## src/rtl/fpu_issue_sequencer.sv

```systemverilog
// Request FIFO plus one-at-a-time issue FSM in front of pipelined_fpu, with a tagged response register.
// Optional WAIT-state watchdog is built only when FPU_SEQ_TIMEOUT_EN is defined.
module fpu_issue_sequencer #(
  parameter int DEPTH          = 4,
  parameter int TAG_W          = 4,
  parameter int TIMEOUT_CYCLES = 64
) (
  input  logic                     clk,
  input  logic                     reset,
  input  logic                     req_valid,
  output logic                     req_ready,
  input  logic [2:0]               req_op,
  input  logic [31:0]              req_a,
  input  logic [31:0]              req_b,
  input  logic [TAG_W-1:0]         req_tag,
  output logic [2:0]               fpu_op,
  output logic                     fpu_start,
  output logic [31:0]              fpu_operand_a,
  output logic [31:0]              fpu_operand_b,
  input  logic                     fpu_busy,
  input  logic                     fpu_done,
  input  logic [31:0]              fpu_result,
  output logic                     rsp_valid,
  input  logic                     rsp_ready,
  output logic [31:0]              rsp_result,
  output logic [TAG_W-1:0]         rsp_tag,
  output logic                     rsp_timeout,
  output logic [$clog2(DEPTH):0]   fifo_count
);

  localparam int PTR_W = $clog2(DEPTH);
  localparam int CNT_W = PTR_W + 1;
  localparam logic [CNT_W-1:0] FULL = CNT_W'(DEPTH);
  localparam logic [31:0] QNAN = 32'h7FC0_0000;

  typedef enum logic [1:0] {S_IDLE, S_ISSUE, S_WAIT} state_t;

  state_t state, state_nxt;

  logic [2:0]       op_mem  [DEPTH];
  logic [31:0]      a_mem   [DEPTH];
  logic [31:0]      b_mem   [DEPTH];
  logic [TAG_W-1:0] tag_mem [DEPTH];

  logic [PTR_W-1:0] wr_ptr, rd_ptr;
  logic [TAG_W-1:0] issue_tag;
  logic             push, pop, capture, to_hit, to_fire;

  assign req_ready = (fifo_count != FULL);
  assign push      = req_valid && req_ready;
  assign fpu_start = (state == S_ISSUE);

  // FIFO storage carries data only; occupancy and pointers are the control state
  always_ff @(posedge clk) begin
    if (push) begin
      op_mem[wr_ptr]  <= req_op;
      a_mem[wr_ptr]   <= req_a;
      b_mem[wr_ptr]   <= req_b;
      tag_mem[wr_ptr] <= req_tag;
    end
  end

  always_ff @(posedge clk) begin
    if (reset) begin
      wr_ptr     <= '0;
      rd_ptr     <= '0;
      fifo_count <= '0;
    end else begin
      if (push) wr_ptr <= wr_ptr + PTR_W'(1);
      if (pop)  rd_ptr <= rd_ptr + PTR_W'(1);
      case ({push, pop})
        2'b10:   fifo_count <= fifo_count + CNT_W'(1);
        2'b01:   fifo_count <= fifo_count - CNT_W'(1);
        default: fifo_count <= fifo_count;
      endcase
    end
  end

  always_ff @(posedge clk) begin
    if (reset) state <= S_IDLE;
    else       state <= state_nxt;
  end

  always_comb begin
    state_nxt = state;
    pop       = 1'b0;
    capture   = 1'b0;
    to_fire   = 1'b0;
    case (state)
      S_IDLE: begin
        // A new issue is held off while an unaccepted response would be overwritten
        if (fifo_count != '0 && !fpu_busy && (!rsp_valid || rsp_ready)) begin
          pop       = 1'b1;
          state_nxt = S_ISSUE;
        end
      end
      S_ISSUE: begin
        if (fpu_done) begin
          capture   = 1'b1;
          state_nxt = S_IDLE;
        end else begin
          state_nxt = S_WAIT;
        end
      end
      S_WAIT: begin
        if (fpu_done) begin
          capture   = 1'b1;
          state_nxt = S_IDLE;
        end else if (to_hit) begin
          to_fire   = 1'b1;
          state_nxt = S_IDLE;
        end
      end
      default: state_nxt = S_IDLE;
    endcase
  end

  // Issue registers hold the last issued request between operations
  always_ff @(posedge clk) begin
    if (reset) begin
      fpu_op        <= '0;
      fpu_operand_a <= '0;
      fpu_operand_b <= '0;
      issue_tag     <= '0;
    end else if (pop) begin
      fpu_op        <= op_mem[rd_ptr];
      fpu_operand_a <= a_mem[rd_ptr];
      fpu_operand_b <= b_mem[rd_ptr];
      issue_tag     <= tag_mem[rd_ptr];
    end
  end

  always_ff @(posedge clk) begin
    if (reset) begin
      rsp_valid  <= 1'b0;
      rsp_result <= '0;
      rsp_tag    <= '0;
    end else if (capture || to_fire) begin
      rsp_valid  <= 1'b1;
      rsp_result <= to_fire ? QNAN : fpu_result;
      rsp_tag    <= issue_tag;
    end else if (rsp_ready) begin
      rsp_valid  <= 1'b0;
    end
  end

`ifdef FPU_SEQ_TIMEOUT_EN
  localparam int WD_W = $clog2(TIMEOUT_CYCLES + 1);
  logic [WD_W-1:0] wd_cnt;

  // Counter is zero on the first WAIT cycle; it fires on the last allowed WAIT cycle
  always_ff @(posedge clk) begin
    if (reset)                  wd_cnt <= '0;
    else if (state == S_ISSUE)  wd_cnt <= '0;
    else if (state == S_WAIT)   wd_cnt <= wd_cnt + WD_W'(1);
  end

  assign to_hit = (state == S_WAIT) && (wd_cnt == WD_W'(TIMEOUT_CYCLES - 1));

  always_ff @(posedge clk) begin
    if (reset)        rsp_timeout <= 1'b0;
    else if (capture) rsp_timeout <= 1'b0;
    else if (to_fire) rsp_timeout <= 1'b1;
  end
`else
  assign to_hit      = (TIMEOUT_CYCLES < 0);
  assign rsp_timeout = 1'b0;
`endif

endmodule

```

## config.mk

```make
export PLATFORM = sky130hd
export DESIGN_NAME = fpu_issue_sequencer
export DESIGN_NICKNAME = d
export VERILOG_FILES = /design/src/rtl/fpu_issue_sequencer.sv
export SDC_FILE = /design/constraint.sdc
export NUM_CORES = 1
export LEC_CHECK = 0
export BUFFER_PORTS_ARGS = -buffer_cell sky130_fd_sc_hd__buf_4
export CAP_MARGIN = 30
export CORE_MARGIN = 3
export CORE_UTILIZATION = 48
export DETAILED_ROUTE_END_ITERATION = 10
export GPL_TIMING_DRIVEN = 1
export PLACE_DENSITY = 0.73
export SYNTH_ARGS = -nofsm -noshare
export SYNTH_HDL_FRONTEND = slang
export SYNTH_SLANG_ARGS = --single-unit
```

## constraint.sdc

```tcl
create_clock -name clk -period 3.9 [get_ports clk]
set_clock_uncertainty 0.15 [all_clocks]
set_input_delay 0.78 -clock clk [delete_from_list [all_inputs] [get_ports clk]]
set_output_delay 0.78 -clock clk [all_outputs]
set_load 0.05 [all_outputs]
```

After elaboration in Yosys (flattened, before gate mapping)
Memory sizes are Yosys's and may differ from the RTL's. A register that Yosys moved wholly into a read port is not among the register bits. Cells that the tools add are included.

Output and inout bits: 110. RAM bits: 284. Flip-flop bits (word level): 46. Memories: 4.

Mux-type cells: 13. Add/subtract/negate cells: 4. Eq/ne operators: 7. Reductions and logical operators: 12.

Memories: a_mem (depth 4, width 32, read ports 1, clocked after Yosys merged registers in 1, wr ports 1, line 41) `logic [31:0] a_mem [DEPTH];`; b_mem (depth 4, width 32, read ports 1, clocked after Yosys merged registers in 1, wr ports 1, line 42) `logic [31:0] b_mem [DEPTH];`; tag_mem (depth 4, width 4, read ports 1, clocked after Yosys merged registers in 1, wr ports 1, line 43) `logic [TAG_W-1:0] tag_mem [DEPTH];`; op_mem (depth 4, width 3, read ports 1, clocked after Yosys merged registers in 1, wr ports 1, line 40) `logic [2:0] op_mem [DEPTH];`.

Operators by type and width (count): $mux 1 (8); $mux 2 (3); $pmux 2 s3 (1); $pmux 3 s2 (1); $add 2x1->2 const B (2); $eq 2x1->1 const B (2); $eq 2x2->1 const B (2); $ne 2x2->1 const B (2); $reduce_bool 2->1 (2); $add 3x1->3 const B (1); $logic_and 1x1->1 (3); $ne 3x3->1 const B (1); $reduce_bool 3->1 (1); $sub 3x1->3 const B (1); $logic_not 1->1 (2); $logic_not 2->1 (1); $reduce_and 2->1 (1); $reduce_or 2->1 (1); $logic_or 1x1->1 (1).

Logic depth before layout (Yosys ltp)
Gate-level depths: netlist (run 1).

Word-level depth: 7. Mapped depth: 12.

Worst setup path after synthesis (run 1)
OpenSTA, ideal clock, no wires.

Path type: reg-to-reg. Start point: reg fifo_count[0]. End point: mem a_mem[0][0], enable pin. Data arrival time: 3.025 ns. Setup slack: 0.288 ns. Stages on the path, launching flop included: 3. Buffers on the path: 0. Period minus slack after synthesis: 3.612 ns. Cells stage by stage: dfxtp_1 > or3b_1 > and3_1.

Word-level cells in the longest chain between the ends: 4.

Ends and longest elaborated chain: start: declaration (line 28) `output logic [$clog2(DEPTH):0] fifo_count`; start signal: assignment (line 72) `2'b10: fifo_count <= fifo_count + CNT_W'(1);`; start signal: assignment (line 73) `2'b01: fifo_count <= fifo_count - CNT_W'(1);`; start signal: assignment (line 74) `default: fifo_count <= fifo_count;`; $ne 3x3->1 (line 49) `assign req_ready = (fifo_count != FULL);`; via req_ready (line 11) `output logic req_ready,`; $logic_and 1x1->1 (line 50) `assign push = req_valid && req_ready;`; $mux 1 (line 55) `if (push) begin`; $mux 1 (not written as such) (line 57) `a_mem[wr_ptr] <= req_a;`; end: declaration (line 41).

The timed path passes the listed nets, and every way through them passes these cells.

Final worst setup path (run 1)
Start point: reg fifo_count[2]. End point: reg fifo_count[2].

Word-level cells in the longest chain between the ends: 7. Elaborated cells between the ends (all ways): 13. Those cells by class: 2 x add/sub; 3 x eq/ne; 3 x mux; 5 x reduce/logical.

Ends and longest elaborated chain: $reduce_bool 3->1 (line 92) `if (fifo_count != '0 && !fpu_busy && (!rsp_valid || rsp_ready)) begin`; $logic_and 1x1->1 (2 in a row) (line 92); $mux 1 (line 92); $mux 1 (line 89) `case (state)`; $eq 2x1->1 or $eq 2x2->1 (tied branches) (line 71) `case ({push, pop})`; $pmux 3 s2 or $reduce_bool 2->1 (tied branches).

Parallel ways exist; a longest one is shown, timed or not. A chain may end at the register's enable or synchronous reset.

==> results of run 1 <==
-- final timing paths --
path	startpoint	cells after the start	end
worst max-delay path	fifo_count[2]	9	fifo_count[2]
worst min-delay path	issue_tag[1]	2	rsp_tag[1]
worst max register to register	fifo_count[2]	9	fifo_count[2]
worst min register to register	issue_tag[1]	2	rsp_tag[1]
-- cell type report --
| cell class | count | share of cell area |
|---|---|---|
| flip-flops and latches | 401 | 0.604 |
| multi-input cells | 446 | 0.187 |
| repair buffers | 231 | 0.101 |
| clock buffers | 62 | 0.0683 |
| well taps | 390 | 0.0271 |
| clock inverters | 15 | 0.00945 |
| inverters | 11 | 0.00236 |
-- critical path, stage by stage (launching register included) --
cell,delay (ns)
dfxtp_1,0.41
or3b_1,0.46
and2_1,0.23
inv_1,0.08
ha_1,0.18
inv_1,0.06
fa_1,0.38
xor2_1,0.16
or3_1,0.30
a21oi_1,0.16
-- flip-flops by register name (all words and copies together) (netlist names), 3 cells and up --
name,count
a_mem,128
b_mem,128
fpu_operand_a,32
fpu_operand_b,32
rsp_result,32
tag_mem,16
op_mem,12
issue_tag,4
rsp_tag,4
fifo_count,3
fpu_op,3
-- power groups by stage --
stage,logic (W),registers (W),clock network (W)
6_report,0.00316,0.00544,0.00396
3_5_place_dp,0.00320,0.00554,0
2_1_floorplan,0.00161,0.00621,0
3_3_place_gp,0.00315,0.00553,0
5_1_grt,0.00339,0.00551,0.00423
4_1_cts,0.00321,0.00545,0.00405
-- cells in the mapped netlist --
master	instances
and3_1	4
o21ai_0	2
buf_6	12
a31o_1	1
nand2_1	218
buf_4	2
buf_2	20
and2_1	2
or3b_1	1
o221a_2	1
conb_1	1
fa_1	1
mux4_2	71
nand3_4	1
ha_1	9
xnor2_1	2
inv_2	1
nand2b_1	5
nor2b_1	2
xor2_1	2
dfxtp_1	117
or3_1	1
a21oi_1	112
edfxtp_1	284
or3_4	1
inv_1	10
mux2i_1	2
clkbuf_1	18
nor2_1	7
-- routing by layer --
metal	track usage	routed length [um]	vias up
li1	-	-	3811
met1	0.251	12800	4042
met2	0.298	14300	265
met3	0.0474	2140	49
met4	0.0451	607	2
met5	0	20	-
-- per-stage QoR --
step | hold WS (ns) | cells | area, um^2 | worst slack (ns)
6_report | 0.304 | 1556 | 18000 | 1.24
5_1_grt | 0.287 | 1556 | 18000 | 1.10
4_1_cts | 0.283 | 1556 | 18000 | 1.24
3_5_place_dp | 0.297 | 1479 | 16600 | 1.23
3_3_place_gp | 0.291 | 1477 | 16600 | 1.26
2_1_floorplan | 0.282 | 910 | 14600 | 0.288
-- logic make-up after synthesis --
group,Yosys count,synth area share
flip-flops,401,0.746
AND/OR/NAND/NOR,242,0.0665
AO/OA/AOI/OAI,116,0.0405
multiplexers,73,0.111
buffers and inverters,63,0.0246
adder cells (fa/ha/maj),10,0.00910
XOR/XNOR,4,0.00240
other,1,0.000257
==> metrics, run 1 <==
Comb pwr share=0.251; CTS clock-pin slew for the worst setup and hold paths=0.06 ns; top-area cell type share of the netlist area=0.585; multi-input logic area=3370 um^2; Tmin final=2.66 ns; post-synthesis area per instance=16.0 um^2; clock buffer depth=3; storage element area=10,900 um^2; Worst setup EP type=register; final RePlAce weighted congestion=0.848; Die Ht=180 um; Post-Syn Nets=1,029; initial antenna violation count=1; via density per instance=5.25; die area=32,500 um^2; min-delay worst type=reg2reg; RSZ-0062 raised after global routing=no; r2r setup slk=1.24 ns; Switching Fraction=0.307; Final setup viols=0; final worst-path cycle share=0.682; gr usage total=0.183; pin count of the biggest net entering global routing=75; CTS Hold Bufs=0; 1st-iter DRT viols=466; largest area contributor in the netlist=edfxtp_1; Max-cap violations=0; setup bufs post-CTS=0; FMAX=0.376 GHz; distinct cell type count after synthesis=29; area grow syn2layout=23.5%; Design Power=0.0126 W; Rel. slew slack=0.366; Sum Neg Setup Slack=0 ns; clock sink count=401; Antenna Violating Nets Remaining=0; DRC=0; Crit path required time=4.18 ns; CTS tree=done; WL/cell=19.2 um; Chip Width=180 um; commonest non-fill, non-tap cell in the layout=edfxtp_1; Final Max Slew Viols=0; DP Wirelength=17,400 um; P_sw=0.00385 W; ANT cells=0; synth warn=0; fin util=0.604; Power Density=698 nW/um^2; Static Leak=6.31 nW; share of power burned in registers=0.433; Worst Path Arrival=2.94 ns; first-pass GRT wire length=47,200 um; H-tree levels=2; Crit Path Max Fanout=6; PortBufs=217; I/O pins=219; run status=complete, no violations; synthesis-stage register bit count=401; most frequent cells in the layout=edfxtp_1, buf_4, nand2_1; post-synthesis instance area=14,600 um^2; Core Box Area=29,800 um^2; Resized cells post-CTS=0; worst slew pin tran=0.951 ns; Starting Density=0.489; CP startpoint kind=register; FP Rows=63; vias in the first global route=8,347; CTS root buf=clkbuf_16; Clk pwr share=0.316; worst setup path category=reg2reg; FILL cells=2,178; share of layout cells above drive strength 1=0.322; final hold viol count=0; Nets=1,252; drt pass-1 iters=4; top cells by area, synth=edfxtp_1, dfxtp_1, mux4_2; total grt overflow=0; Int Power=0.00871 W; Peak VDD IR=0.000447 V; via count=8,169; Post-Synthesis Cells=910; Seq/Total Area, Yosys=0.746; Detailed Route WL=29,900 um; clk_lat worst skew=0.52 ns; CTS Buf Count=42
Note: power is estimated with default switching activity, not from simulation.
==> inputs of run 2 (changes only) <==
- PLACE_DENSITY: 0.73 -> 0.76
- clock period: 3.9 -> 2.3 ns (I/O delays scaled with it)
==> run 2 against run 1 <==
- register-to-register slack worse by 1.2 ns
- non-clock buffer count up 81
- setup slack worse by 1.2 ns
- design area up 5.0%
- largest cell class unchanged
- largest power group unchanged
- sequential share of layout area down 2.8 points
==> metrics, run 2 (synthesized netlist as in run 1, its figures left out) <==
Antenna Violating Nets Remaining=0 (unchanged); via count=8,614 (+5.4%); Comb pwr share=0.265 (+0.014); Worst Path Arrival=2.53 ns (-0.41 ns); RSZ-0062 raised after global routing=yes; family with the most delay on the worst path=simple AND/OR/NAND/NOR gates; Peak VDD IR=0.000836 V (+87%); Switching Fraction=0.300 (-0.00630); die area=32,500 um^2 (unchanged); Detailed Route WL=30,000 um (+0.48%); r2r startpoint=fifo_count[1]; pin count of the biggest net entering global routing=75 (unchanged); P_sw=0.00648 W (+68%); clock buffer depth=3 (unchanged); CP startpoint kind=register; FMAX=0.447 GHz (+19%); final RePlAce weighted congestion=0.825 (-2.7%); vias in the first global route=8,955 (+7.3%); CTS clock-pin slew for the worst setup and hold paths=0.06 ns (about the same); Nets=1,332 (+6.4%); total grt overflow=0 (unchanged); Hold Startpoint=fpu_result[8]; area grow syn2layout=29.7%; Slowest cell on crit path=or3b_4; final hold viol count=0 (unchanged); FILL cells=2,124 (-2.5%); Tmin final=2.24 ns (-0.422 ns); Starting Density=0.489 (unchanged); Worst setup EP type=register; Buf/Inv on CP=2 (unchanged); Max-cap violations=0 (unchanged); Hold Path End=rsp_result[8]; CP max stage delay=0.40 ns (-0.06 ns); Regs by FF count=a_mem x128, b_mem x128; DP Wirelength=18,000 um (+3.1%); Clk pwr share=0.314 (-0.002); gr usage total=0.185 (+0.00157); CTS Buf Count=41 (-2.4%); R2R Path End=fifo_count[2]; final worst-path cycle share=0.973 (+0.291); Power Density=1140 nW/um^2 (+64%); r2r setup slk=0.06 ns (-1.18 ns); Die Ht=180 um (unchanged); Int Power=0.0151 W (+73%); R2R depth=9 (unchanged); clock sink count=401 (unchanged); I/O pins=219 (unchanged); crit-path cells=or3b_4 > and2_4 > inv_4 > ha_4 > inv_2 > fa_2 > xor2_1 > or3_1 > a21oi_1; min-delay worst type=in2reg; share of power burned in registers=0.421 (-0.012); WL/cell=18.3 um (-4.5%); WHS=0.0362 ns (-0.268 ns); initial antenna violation count=6 (+5); most frequent cells in the layout=edfxtp_1, buf_4, nand2_1; Crit path required time=2.59 ns (-1.59 ns); Area after DPL=16,800 um^2 (+0.91%); PortBufs=217 (unchanged); worst slew pin tran=0.870 ns (-0.0809 ns); FP Rows=63 (unchanged); first-pass GRT wire length=48,200 um (+2.2%); 1st-iter DRT viols=463 (-0.64%); H-tree levels=2 (unchanged); Sum Neg Setup Slack=0 ns (unchanged); Final setup viols=0 (unchanged); Design Area, Final=18,900 um^2 (+5.0%); Crit Path Max Fanout=5 (-1); clk_lat worst skew=0.52 ns (about the same); CTS tree=done; Static Leak=6.70 nW (+6.3%); Rel. slew slack=0.420 (+0.0539); run status=complete, no violations; Final Max Slew Viols=0 (unchanged); Chip Width=180 um (unchanged); commonest non-fill, non-tap cell in the layout=edfxtp_1; worst setup path category=reg2reg; Hold Path Depth=3 (+1); share of layout cells above drive strength 1=0.323 (about the same); DRC=0 (unchanged); Core Box Area=29,800 um^2 (unchanged); via density per instance=5.26 (+0.23%); drt pass-1 iters=5 (+1); CP Launch Point=fifo_count[1]; CTS root buf=clkbuf_16
==> run 2: changes by cell type in the layout (fill, tap and decap cells not counted), moves of 4 or more <==
| cell | delta |
|---|---|
| buf_4 | +6 |
| dlygate4sd3_1 | +71 |
| buf_12 | +6 |
| inv_1 | -4 |
| dfxtp_1 | -4 |
| clkbuf_8 | +4 |
==> run 2: layout make-up <==
cell class	count	area [um^2]	area share
clock inverter	14	178	0.00940
timing repair buffer	312	2660	0.141
inverter	11	46.3	0.00245
multi-input combinational	446	3400	0.180
clock buffer	62	1250	0.0660
antenna	1	2.50	0.000132
tap	390	488	0.0258
sequential	401	10900	0.576
==> run 2: what timing repair did <==
item	in CTS	in global routing
pin swaps	0	0
endpoints found under the setup margin	1	15
hold buffers	71	0
setup buffers	0	0
gates resized for setup	1	6
hold endpoints to repair	284	0
cloned	0	0
==> run 2: per-stage QoR <==
stage               setup WS [ns]  power, W  std cells   util
floorplan                  -0.139    0.0133        910      -
global placement           0.0374    0.0148       1489  0.562
detailed placement        0.00205    0.0149       1489  0.562
CTS                        0.0205    0.0219       1636  0.634
global route              -0.0333    0.0226       1636  0.634
finish                     0.0619    0.0216       1637  0.635
==> run 2: worst register-to-register path: cells and delay by family (launching register included) <==
family	cells	cell delay [ns]
xor gates and xnor gates	1	0.15
buffers and inverters	2	0.09
and+or+nand+nor	3	0.87
AOI/OAI and AO/OA	1	0.12
DFF	1	0.34
adders and majority gates	2	0.45
==> run 2: power groups by stage <==
| stage | combinational, W | sequential, W | clock [W] |
|---|---|---|---|
| after floorplan | 0.00277 | 0.0105 | 0 |
| after global placement | 0.00561 | 0.00919 | 0 |
| after detailed placement | 0.00568 | 0.00924 | 0 |
| after CTS | 0.00580 | 0.00909 | 0.00696 |
| after global routing | 0.00615 | 0.00918 | 0.00726 |
| final | 0.00571 | 0.00909 | 0.00679 |
==> run 2: how the worst max path moves through the flow <==
stage | end | slack, ns | depth (start not counted)
6_report | fifo_count[2] | 0.06 | 9
3_5_place_dp | fifo_count[2] | 0.002 | 11
2_1_floorplan | fifo_count[2] | -0.14 | 9
5_1_grt | fifo_count[2] | -0.03 | 11
3_3_place_gp | fifo_count[2] | 0.04 | 11
4_1_cts | fifo_count[2] | 0.02 | 11
==> run 2: metal layers <==
metal | global-route usage | share of wire | vias to the layer above
li1 | - | - | 3973
met1 | 0.234 | 0.41 | 4275
met2 | 0.322 | 0.50 | 284
met3 | 0.0408 | 0.062 | 72
met4 | 0.0547 | 0.026 | 10
met5 | 0 | 0.0018 | -
==> inputs of run 3 (changes only) <==
- CELL_PAD_IN_SITES_DETAIL_PLACEMENT: default -> 2
- CELL_PAD_IN_SITES_GLOBAL_PLACEMENT: default -> 2
- CORE_UTILIZATION: 48 -> 37
- PLACE_DENSITY: 0.76 -> 0.8
==> run 3 against run 2 <==
- sequential share of layout area decreased by 1.3 points
- sequential cell count unchanged
- via count increased by 4.5%
- sequential power increased by 1%
- largest power group unchanged
==> metrics, run 3 (synthesized netlist as in run 1, its figures left out) <==
run status=complete, no violations; final RePlAce weighted congestion=0.722 (-12%); family with the most delay on the worst path=simple AND/OR/NAND/NOR gates; Final setup viols=0 (unchanged); Starting Density=0.376 (-0.114); Sum Neg Setup Slack=0 ns (unchanged); CP max stage delay=0.38 ns (-0.02 ns); clock buffer depth=3 (unchanged); total grt overflow=0 (unchanged); Detailed Route WL=42,700 um (+42%); CTS Buf Count=44 (+7.3%); CP startpoint kind=register; vias in the first global route=10,513 (+17%); worst slew pin tran=0.536 ns (-0.334 ns); 1st-iter DRT viols=455 (-1.7%); Tmin final=2.26 ns (+0.0177 ns); Buf/Inv on CP=2 (unchanged); DP Wirelength=24,700 um (+38%); multi-input logic area=3410 um^2 (+0.29%); Crit path required time=2.64 ns (+0.05 ns); met3 wire length=1960 um (+5.5%); Peak VDD IR=0.000748 V (-11%); clk_lat worst skew=0.56 ns (+0.04 ns); storage element area=10,900 um^2 (about the same); FILL cells=3,565 (+68%); area grow syn2layout=32.7%; I/O pins=219 (unchanged); clock sink count=401 (unchanged); Die Ht=205 um (+13%); drt pass-1 iters=4 (-1); commonest non-fill, non-tap cell in the layout=edfxtp_1; DRC=0 (unchanged); pin count of the biggest net entering global routing=75 (unchanged); setup bufs post-CTS=0 (unchanged); min-delay worst type=in2reg; via count=9,001 (+4.5%); final worst-path cycle share=0.981 (+0.00771); Worst Path Arrival=2.59 ns (+0.06 ns); Slowest cell on crit path=or3b_4; first-pass GRT wire length=64,800 um (+34%); Max-cap violations=0 (unchanged); Regs by FF count=a_mem x128, b_mem x128; Static Leak=6.82 nW (+1.8%); gr usage total=0.206 (+0.0211); Power Density=1140 nW/um^2 (about the same); share of layout cells above drive strength 1=0.317 (-0.00537); Crit Path Max Fanout=5 (unchanged); Nets=1,370 (+2.9%); max layer used=met4; Worst setup EP type=register; Antenna Violating Nets Remaining=0 (unchanged); most frequent cells in the layout=edfxtp_1, buf_4, nand2_1; H-tree levels=2 (unchanged); WL/cell=23.6 um (+29%); worst setup path category=reg2reg; via density per instance=4.99 (-5.2%); WHS=0.0360 ns (-0.000207 ns); final hold viol count=0 (unchanged); M1 WL=16,900 um (+37%); PortBufs=217 (unchanged); CTS clock-pin slew for the worst setup and hold paths=0.06 ns (about the same); CTS tree=done; Chip Width=205 um (+13%); crit-path cells=or3b_4 > and2_4 > inv_4 > ha_4 > inv_2 > fa_2 > xor2_1 > or3_1 > a21oi_1; Core Box Area=38,800 um^2 (+30%); CTS root buf=clkbuf_16; RSZ-0062 raised after global routing=yes; met2 wire len=22,800 um (+52%); FP Rows=72 (+14%); initial antenna violation count=1 (-5); Rel. slew slack=0.643 (+0.223); Final Max Slew Viols=0 (unchanged); FMAX=0.443 GHz (-0.79%); fin util=0.498 (-0.136); die area=41,800 um^2 (+29%)
[run 3: cell count changes in the layout (fill, tap and decap cells not counted), moves of 3 or more]
cell | previous run | this run
buf_4 | 230 | 239
clkbuf_1 | 9 | 12
clkbuf_8 | 10 | 3
clkinv_1 | 1 | 5
clkinv_2 | 6 | 10
dlygate4sd3_1 | 71 | 97
[run 3: repair_timing]
item	CTS	global route
resized for setup	3	4
hold buffers	97	0
endpoints found under the hold margin	310	0
endpoints found under the setup margin	2	1
[run 3: layout make-up]
cell class / count / share of cell area
clock buffers: 60 / 0.0627
inverters: 11 / 0.00233
diodes: 1 / 0.000129
well taps: 518 / 0.0335
repair buffers: 347 / 0.154
clock inverters: 21 / 0.00860
multi-input cells: 446 / 0.176
flip-flops and latches: 401 / 0.563
[run 3: worst register-to-register path: cells and delay by family (launching register included)]
kind                       cells  cell delay [ns]
xor gates and xnor gates       1             0.15
and+or+nand+nor                3             0.84
AOI/OAI and AO/OA              1             0.12
adders and majority gates      2             0.45
DFF                            1             0.36
buffers and inverters          2             0.09
[run 3: path summary, 6_finish.rpt]
path / from / to / slack (ns) / depth (start not counted)
setup / recovery: fifo_count[2] / fifo_count[2] / 0.04 / 9
setup reg to reg: fifo_count[2] / fifo_count[2] / 0.04 / 9
hold reg to reg: issue_tag[0] / rsp_tag[0] / 0.29 / 2
hold / removal: fpu_result[6] / rsp_result[6] / 0.04 / 3
[run 3: per-layer routing]
| metal | up-vias | GRT usage |
|---|---|---|
| li1 | 4042 | - |
| met1 | 4642 | 0.241 |
| met2 | 247 | 0.381 |
| met3 | 70 | 0.0392 |
| met4 | 0 | 0.0629 |
| met5 | - | 0 |
[run 3: power by group]
part / switching (W) / internal, W / leakage (nW)
combinational: 0.00377 / 0.00228 / 2.58
clock: 0.00290 / 0.00393 / 0.679
sequential: 0.000500 / 0.00871 / 3.56
[run 3: through the flow]
stage / total power, W / setup WS (ns) / std cells / cell area (um^2)
floorplan: 0.0133 / -0.139 / 910 / 14600
global placement: 0.0150 / 0.0335 / 1626 / 17000
detailed placement: 0.0153 / -0.0442 / 1626 / 17000
CTS: 0.0223 / 0.0163 / 1804 / 19300
global route: 0.0231 / -0.0457 / 1804 / 19300
finish: 0.0221 / 0.0441 / 1805 / 19300
